**config.mk**
```make
export PLATFORM = sky130hd
export DESIGN_NAME = ahb_master
export DESIGN_NICKNAME = d
export VERILOG_FILES = /design/src/rtl/ahb_pkg.sv /design/src/rtl/ahb_master.sv
export SDC_FILE = /design/constraint.sdc
export NUM_CORES = 1
export LEC_CHECK = 0
export ABC_AREA = 1
export CORE_MARGIN = 2
export CORE_UTILIZATION = 40
export DETAILED_ROUTE_END_ITERATION = 10
export GPL_TIMING_DRIVEN = 0
export PLACE_DENSITY = 0.85
export SYNTH_ARGS = -nofsm -noshare
export SYNTH_HDL_FRONTEND = slang
export SYNTH_SLANG_ARGS = --single-unit
```
**constraint.sdc**
```tcl
create_clock -name HCLK -period 1.3 [get_ports HCLK]
set_input_delay 0.195 -clock HCLK [delete_from_list [all_inputs] [get_ports HCLK]]
set_output_delay 0.195 -clock HCLK [all_outputs]
set_load 0.01 [all_outputs]
```
**src/rtl/ahb_pkg.sv**
```systemverilog
// Shared AHB-Lite definitions for the master, the DefaultSlave and the DES slaves.
package ahb_pkg;

  typedef enum logic [1:0] {
    HTRANS_IDLE   = 2'b00,
    HTRANS_BUSY   = 2'b01,
    HTRANS_NONSEQ = 2'b10,
    HTRANS_SEQ    = 2'b11
  } htrans_t;

  localparam logic [2:0] HBURST_SINGLE = 3'b000;
  localparam logic [2:0] HBURST_INCR   = 3'b001;
  localparam logic [2:0] HBURST_WRAP4  = 3'b010;
  localparam logic [2:0] HBURST_INCR4  = 3'b011;
  localparam logic [2:0] HBURST_WRAP8  = 3'b100;
  localparam logic [2:0] HBURST_INCR8  = 3'b101;
  localparam logic [2:0] HBURST_WRAP16 = 3'b110;
  localparam logic [2:0] HBURST_INCR16 = 3'b111;

  localparam logic [2:0] HSIZE_BYTE  = 3'b000;
  localparam logic [2:0] HSIZE_HALF  = 3'b001;
  localparam logic [2:0] HSIZE_WORD  = 3'b010;
  localparam logic [2:0] HSIZE_DWORD = 3'b011;

  localparam logic HRESP_OKAY  = 1'b0;
  localparam logic HRESP_ERROR = 1'b1;

  // Master FSM: normal pipelined operation, and second cycle of an ERROR response.
  typedef enum logic {
    RUN  = 1'b0,
    ERR2 = 1'b1
  } mst_state_t;

  // Clamp a requested HSIZE to the widest transfer the data bus supports.
  function automatic logic [2:0] cap_hsize(input logic [2:0] size, input logic [2:0] max_size);
    return (size > max_size) ? max_size : size;
  endfunction

endpackage

```
**src/rtl/ahb_master.sv**
```systemverilog
// Single-master AHB-Lite initiator: valid/ready commands in, pipelined SINGLE
// transfers out, one in-order response per command. Handles wait states and the
// two-cycle ERROR response by cancelling and replaying the pipelined follower.
module ahb_master
  import ahb_pkg::*;
#(
  parameter int unsigned ADDR_W    = 32,
  parameter int unsigned DATA_W    = 64,
  parameter logic [3:0]  HPROT_VAL = 4'b0011
) (
  input  logic              HCLK,
  input  logic              HRESET,
  input  logic              cmd_valid,
  output logic              cmd_ready,
  input  logic              cmd_write,
  input  logic [ADDR_W-1:0] cmd_addr,
  input  logic [2:0]        cmd_size,
  input  logic [DATA_W-1:0] cmd_wdata,
  output logic              rsp_valid,
  output logic [DATA_W-1:0] rsp_rdata,
  output logic              rsp_error,
  output logic [ADDR_W-1:0] HADDR,
  output logic [1:0]        HTRANS,
  output logic              HWRITE,
  output logic [2:0]        HSIZE,
  output logic [2:0]        HBURST,
  output logic [3:0]        HPROT,
  output logic              HMASTLOCK,
  output logic [DATA_W-1:0] HWDATA,
  input  logic              HREADY,
  input  logic              HRESP,
  input  logic [DATA_W-1:0] HRDATA
);

  localparam logic [2:0] MAX_SIZE = 3'($clog2(DATA_W / 8));

  mst_state_t        state_q;
  htrans_t           htrans_q;
  logic              ap_valid_q;
  logic              replay_q;
  logic              dp_valid_q;
  logic              dp_write_q;
  logic [ADDR_W-1:0] haddr_q;
  logic              hwrite_q;
  logic [2:0]        hsize_q;
  logic [DATA_W-1:0] ap_wdata_q;
  logic [DATA_W-1:0] hwdata_q;
  logic              rsp_valid_q;
  logic [DATA_W-1:0] rsp_rdata_q;
  logic              rsp_error_q;

  // A command may enter the address phase only when the bus advances cleanly and no replay is owed.
  assign cmd_ready = HRESET & HREADY & (HRESP == HRESP_OKAY) & (state_q == RUN) & ~replay_q;

  assign HADDR     = haddr_q;
  assign HTRANS    = htrans_q;
  assign HWRITE    = hwrite_q;
  assign HSIZE     = hsize_q;
  assign HBURST    = HBURST_SINGLE;
  assign HPROT     = HPROT_VAL;
  assign HMASTLOCK = 1'b0;
  assign HWDATA    = hwdata_q;
  assign rsp_valid = rsp_valid_q;
  assign rsp_rdata = rsp_rdata_q;
  assign rsp_error = rsp_error_q;

  // Pipeline FSM: advances address->data->response on HREADY, handles the ERROR/replay sequence.
  always_ff @(posedge HCLK or negedge HRESET) begin
    if (!HRESET) begin
      state_q     <= RUN;
      htrans_q    <= HTRANS_IDLE;
      ap_valid_q  <= 1'b0;
      replay_q    <= 1'b0;
      dp_valid_q  <= 1'b0;
      dp_write_q  <= 1'b0;
      haddr_q     <= '0;
      hwrite_q    <= 1'b0;
      hsize_q     <= '0;
      ap_wdata_q  <= '0;
      hwdata_q    <= '0;
      rsp_valid_q <= 1'b0;
      rsp_rdata_q <= '0;
      rsp_error_q <= 1'b0;
    end else begin
      rsp_valid_q <= 1'b0;
      case (state_q)
        RUN: begin
          if (HREADY) begin
            if (dp_valid_q) begin
              rsp_valid_q <= 1'b1;
              rsp_error_q <= HRESP;
              rsp_rdata_q <= dp_write_q ? '0 : HRDATA;
            end
            dp_valid_q <= ap_valid_q;
            dp_write_q <= hwrite_q;
            hwdata_q   <= (ap_valid_q && hwrite_q) ? ap_wdata_q : '0;
            if (replay_q) begin
              // Address registers were retained when the transfer was cancelled.
              htrans_q   <= HTRANS_NONSEQ;
              ap_valid_q <= 1'b1;
              replay_q   <= 1'b0;
            end else if (cmd_valid && cmd_ready) begin
              htrans_q   <= HTRANS_NONSEQ;
              ap_valid_q <= 1'b1;
              haddr_q    <= cmd_addr;
              hwrite_q   <= cmd_write;
              hsize_q    <= cap_hsize(cmd_size, MAX_SIZE);
              ap_wdata_q <= cmd_wdata;
            end else begin
              htrans_q   <= HTRANS_IDLE;
              ap_valid_q <= 1'b0;
            end
          end else if (dp_valid_q && (HRESP == HRESP_ERROR)) begin
            // First ERROR cycle: withdraw the pending address phase so it can be re-issued later.
            if (ap_valid_q) begin
              replay_q   <= 1'b1;
              htrans_q   <= HTRANS_IDLE;
              ap_valid_q <= 1'b0;
            end
            state_q <= ERR2;
          end
        end
        ERR2: begin
          if (HREADY) begin
            rsp_valid_q <= 1'b1;
            rsp_error_q <= 1'b1;
            rsp_rdata_q <= dp_write_q ? '0 : HRDATA;
            dp_valid_q  <= 1'b0;
            hwdata_q    <= '0;
            state_q     <= RUN;
          end
        end
        default: state_q <= RUN;
      endcase
    end
  end

endmodule

```
==> Yosys cells after proc, flatten, opt, wreduce, memory -nomap -nowiden <==
Cells that the tools add are included.
Widths: inputs -> output; s select.
{ "word_totals": {"word_cells": 73, "register_bits": 237, "memories": 0, "out_inout_bits": 177, "rom_bits": 0, "latch_bits": 0, "input_bits": 169, "ramBits": 0} }
{ "op_classes": {"shift": 0, "mux": 37, "n_mul": 0, "bitwise": 7, "add_sub_neg": 0, "n_eq_ne": 3, "magnitude_cmp": 1, "n_reduce_logical": 11, "n_div": 0} }
{ "ops": {"columns": ["operator", "count"], "rows": [
  ["$mux 64", 7],
  ["$pmux 64 s2", 2],
  ["$mux 1", 18],
  ["$mux 2", 5],
  ["$pmux 1 s2", 4],
  ["$ne 2x2->1 const B", 3],
  ["$reduce_and 2->1", 3],
  ["$reduce_and 3->1", 2],
  ["$and 1x1->1", 4],
  ["$reduce_and 4->1", 1],
  ["$reduce_bool 2->1", 2],
  ["$gt 3x2->1 const B", 1],
  ["$logic_and 1x1->1", 3],
  ["$mux 3", 1],
  ["$not 1->1", 3]
]} }

==> Longest topological paths before layout <==
{ "depth": {"depth_word": 8, "depth_mapped": 7, "ltp_nobuf": 6} }

==> Worst setup path before layout <==
OpenSTA, ideal clock, no wires.
{ "synth_timing": {"path_kind": "register -> register", "from": "reg state_q", "to": "reg haddr_q[10], in the netlist HADDR[10]", "n_path_buf": 2, "path_stages_with_launch": 7, "path_slack_ns": 0.022, "t_arrival_ns": 1.160, "setup_time_ns": 0.118, "synth_period_minus_slack_ns": 1.278, "t_required_ns": 1.182, "path_cell_list": "dfrtp_1 -> nor2_2 -> nand4_1 -> buf_2 -> buf_2 -> nand2_1 -> nand2_1"} }
{ "synth_via": {"elab_chain_len": 5} }
{ "synth_lines": {"columns": ["element", "line", "text"], "rows": [
  ["start: declaration", "ahb_master.sv:37", "mst_state_t state_q;"],
  ["start signal: assignment", "ahb_master.sv:70", "state_q <= RUN;"],
  ["start signal: assignment", "ahb_master.sv:120", "state_q <= ERR2;"],
  ["start signal: assignment", "ahb_master.sv:130", "state_q <= RUN;"],
  ["$not 1->1 (no source line) (*)", null, null],
  ["$and 1x1->1 (2 in series)", "ahb_master.sv:53", "assign cmd_ready = HRESET & HREADY & (HRESP == HRESP_OKAY) & (state_q == RUN) & ~replay_q;"],
  ["$logic_and 1x1->1", "ahb_master.sv:102", "end else if (cmd_valid && cmd_ready) begin"],
  ["$reduce_and 4->1 (no source line) (*)", null, null],
  ["end signal: assignment", "ahb_master.sv:105", "haddr_q <= cmd_addr;"],
  ["end: declaration", "ahb_master.sv:43", "logic [ADDR_W-1:0] haddr_q;"]
]} }
Every way passes the cells marked *; elsewhere a longest branch is shown, timed or not.
A chain may end at the register's enable or synchronous reset.

==> Worst setup path in the final report <==
{ "layout_timing": {"from": "reg state_q", "to": "out cmd_ready"} }
{ "layout_via": {"elab_chain_len": 3} }
{ "layout_lines": {"columns": ["element", "line", "text"], "rows": [
  ["$not 1->1 (no source line)", null, null],
  ["$and 1x1->1 (2 in series)", "ahb_master.sv:53", null],
  ["end: declaration", "ahb_master.sv:14", "output logic cmd_ready,"]
]} }
No other way between the ends.

==> flow_metrics.env <==
export IMPL_worst_r2r_endpoint="ap_wdata_q[26]$_DFFE_PN0P_"
export IMPL_ys_warn_count=0
export IMPL_io_buffer_count=335
export IMPL_setup_viol=234
export IMPL_clockBufferDepth=3
export IMPL_synth_top_area_share=0.6333
export IMPL_p_per_area_nw_per_um2=1758
export IMPL_multi_input_area_um2=3075
export IMPL_yosysSeqAreaShare=0.6333
export IMPL_instances_no_fill=1817
export IMPL_cpPeakStageDelay_ns=0.42
export IMPL_cts_root_buf="clkbuf_16"
export IMPL_finalWirelength_um=32370
export IMPL_synthTopCellsByArea="dfrtp_1 63%, nand2_1 16%, nand3_1 8.7%"
export IMPL_synth_top_family_by_area="simple AND/OR/NAND/NOR gates"
export IMPL_rows=55
export IMPL_yosys_area_share_simple=0.2536
export IMPL_holdWs_ns=0.2078
export IMPL_cts_tree="done"
export IMPL_cap_violations=0
export IMPL_first_pass_iters=5
export IMPL_synth_fa_ha_area_frac=0
export IMPL_final_cell_mix="384 x nand2_1, 234 x dfrtp_1, 172 x buf_2"
export IMPL_grt_max_degree=114
export IMPL_worst_clock_skew_ns=0.01983
export IMPL_period_minus_slack_ns=1.695
export IMPL_cts_made_buffers=26
export IMPL_die_area_um2=24550
export IMPL_cellLeakagePower_nw=7.908
export IMPL_start_kind="flip-flop"
export IMPL_slew_violations=0
export IMPL_synth_top_area_cell="dfrtp_1"
export IMPL_ir_drop_v=0.0009032
export IMPL_start_util=0.4094
export IMPL_rrSetupSlack_ns=-0.32
export IMPL_ant_nets=0
export IMPL_synth_compound_area_share=0.04079
export IMPL_rsz0062_at_grt="yes"
export IMPL_vias_per_cell=4.932
export IMPL_ys_ff_latch=236
export IMPL_hold_path_class="input port to flip-flop"
export IMPL_ios=346
export IMPL_utilization=0.6560
export IMPL_antenna_found_initial=0
export IMPL_period_share=1.304
export IMPL_die_height_um=156.7
export IMPL_reg2reg_depth=10
export IMPL_cts_sinks=236
export IMPL_violations="negative setup slack"
export IMPL_hold_viol=0
export IMPL_critPathSlowestCell="dfrtp_2"
export IMPL_core_um2=22780
export IMPL_muxShareOfSynthArea=0
export IMPL_grt_pass1_vias=8923
export IMPL_tightest_slew_ns=0.9590
export IMPL_synth_area_um2=9325
export IMPL_cts_htree_levels=1
export IMPL_register_area_um2=5908
export IMPL_vias=8961
export IMPL_drive_above_1_share=0.2934
export IMPL_yosys_area_share_xor_xnor=0
export IMPL_fmax_mhz=590.0
export IMPL_syn_to_final_growth_pct=60.23
export IMPL_slew_headroom=0.3585
export IMPL_grt_pass1_wl_um=46900
export IMPL_track_usage=0.2448
export IMPL_synth_cells=1028
export IMPL_routedWlPerCell_um=17.81
export IMPL_synth_area_per_cell_um2=9.071
export IMPL_tns_ns=-49.25
export IMPL_worst_ep_arrival_time_ns=1.50
export IMPL_total_power_mw=26.27
export IMPL_drcViolationCount=0
export IMPL_clk_latency_ns=0.53
export IMPL_required_ns=1.11
export IMPL_grt_overflow_total=0
export IMPL_die_x_um=156.7
export IMPL_crit_type="flip-flop to primary output"
export IMPL_critPathCapture="cmd_ready"
export IMPL_place_hpwl_um=19950
export IMPL_fillers=1742
export IMPL_startpoint="state_q$_DFF_PN0_"
export IMPL_place_inst=1685
export IMPL_outcome="complete, but fails checks"
export IMPL_yosysUniqueCellTypes=22
export IMPL_place_congestion=0.8374
export IMPL_clkSlewWorstSetupHoldPaths_ns=0.06
export IMPL_drt_iter0_drc=543
export IMPL_cp_max_fo=2
export IMPL_reg2reg_from="state_q$_DFF_PN0_"
export IMPL_crit_path_cell_trace="nor2_4 > nand2_2 > nor2_4 > buf_6 > buf_6"
export IMPL_setup_ws_ns=-0.3950
export IMPL_crit_path_end_kind="primary output"
export IMPL_fin_nets=1652
export IMPL_layout_commonest_cell="nand2_1"
synth_stat cells:
cell and number:
nor2_1 2, buf_2 26, clkbuf_1 31, o211ai_1 1
a211oi_1 1, dfrtp_1 236, nor2_2 1, nor2_4 2
buf_4 15, and2_1 1, o21ai_0 66, conb_1 2
nand3_2 1, inv_2 3, nand3_1 163, a21oi_2 1
nand4_1 1, o22ai_1 1, nand2_1 397, o21ai_1 4
inv_1 70, buf_6 3
worst max-delay path, delay by kind of cell (launching register included):
family                 cells  cell delay, ns
DFF                        1            0.42
and+or+nand+nor            3            0.33
buffers and inverters      2            0.22
stage by stage:
stage | setup WS [ns] | instance area [um^2]
4_1_cts | -0.4383 | 14280
6_report | -0.3950 | 14940
2_1_floorplan | 0.02217 | 9351
3_3_place_gp | -9.877 | 13100
5_1_grt | -0.4424 | 14940
3_5_place_dp | -1.201 | 13160
repair_timing:
item                                    CTS  global route
hold buffers                              2             7
gates resized for setup                 821           142
gates cloned                             13             8
hold endpoints to repair                236            71
buffers inserted                         46            16
endpoints found under the setup margin  390           256
pin swaps                                 6            17
power breakdown:
part / leakage, nW / switching, mW / total, mW / internal [mW]
logic: 4.41 / 4.23 / 7.88 / 3.65
clock network: 0.443 / 3.06 / 7.64 / 4.58
registers: 3.06 / 1.25 / 10.8 / 9.50
total: 7.91 / 8.54 / 26.3 / 17.7
cells by family after synthesis:
kind of cell    count (synthesis)
compound gates                 74
buf+inv                       148
flops                         236
other cells                     2
simple gates                  568
state kept, by name, summed over array words and instances, names as in the netlist, 3 cells and up:
| register | cells |
|---|---|
| HADDR | 32 |
| HSIZE | 3 |
| HWDATA | 64 |
| ap_wdata_q | 64 |
| rsp_rdata | 64 |
layout make-up:
class	count	share of cell area
buffer	72	0.04572
sequential	236	0.3954
antenna	1	0.0001675
inverter	73	0.01867
clock buffer	35	0.04915
multi-input combinational	652	0.2058
clock inverter	13	0.01080
timing repair buffer	422	0.2480
tap	313	0.02621
layer usage:
layer / GRT usage / share of wire / vias up
li1: - / - / 4146
met1: 0.2846 / 0.38 / 4335
met2: 0.4361 / 0.50 / 406
met3: 0.06674 / 0.082 / 74
met4: 0.08301 / 0.034 / 0
met5: 0 / 0 / -
worst min path at each step:
stage	startpoint	to	slack [ns]	cells past startpoint
floorplan	HRESET	HADDR[0]$_DFFE_PN0P_	-0.10	0
global placement	HADDR[7]$_DFFE_PN0P_	HADDR[7]$_DFFE_PN0P_	0.46	2
detailed placement	HRESET	rsp_rdata[31]$_DFFE_PN0P_	0.05	1
CTS	HRESET	ap_wdata_q[14]$_DFFE_PN0P_	-0.37	3
global route	cmd_wdata[2]	ap_wdata_q[2]$_DFFE_PN0P_	0.21	3
finish	cmd_addr[22]	HADDR[22]$_DFFE_PN0P_	0.21	3
Note: power is estimated with default switching activity, not from simulation.
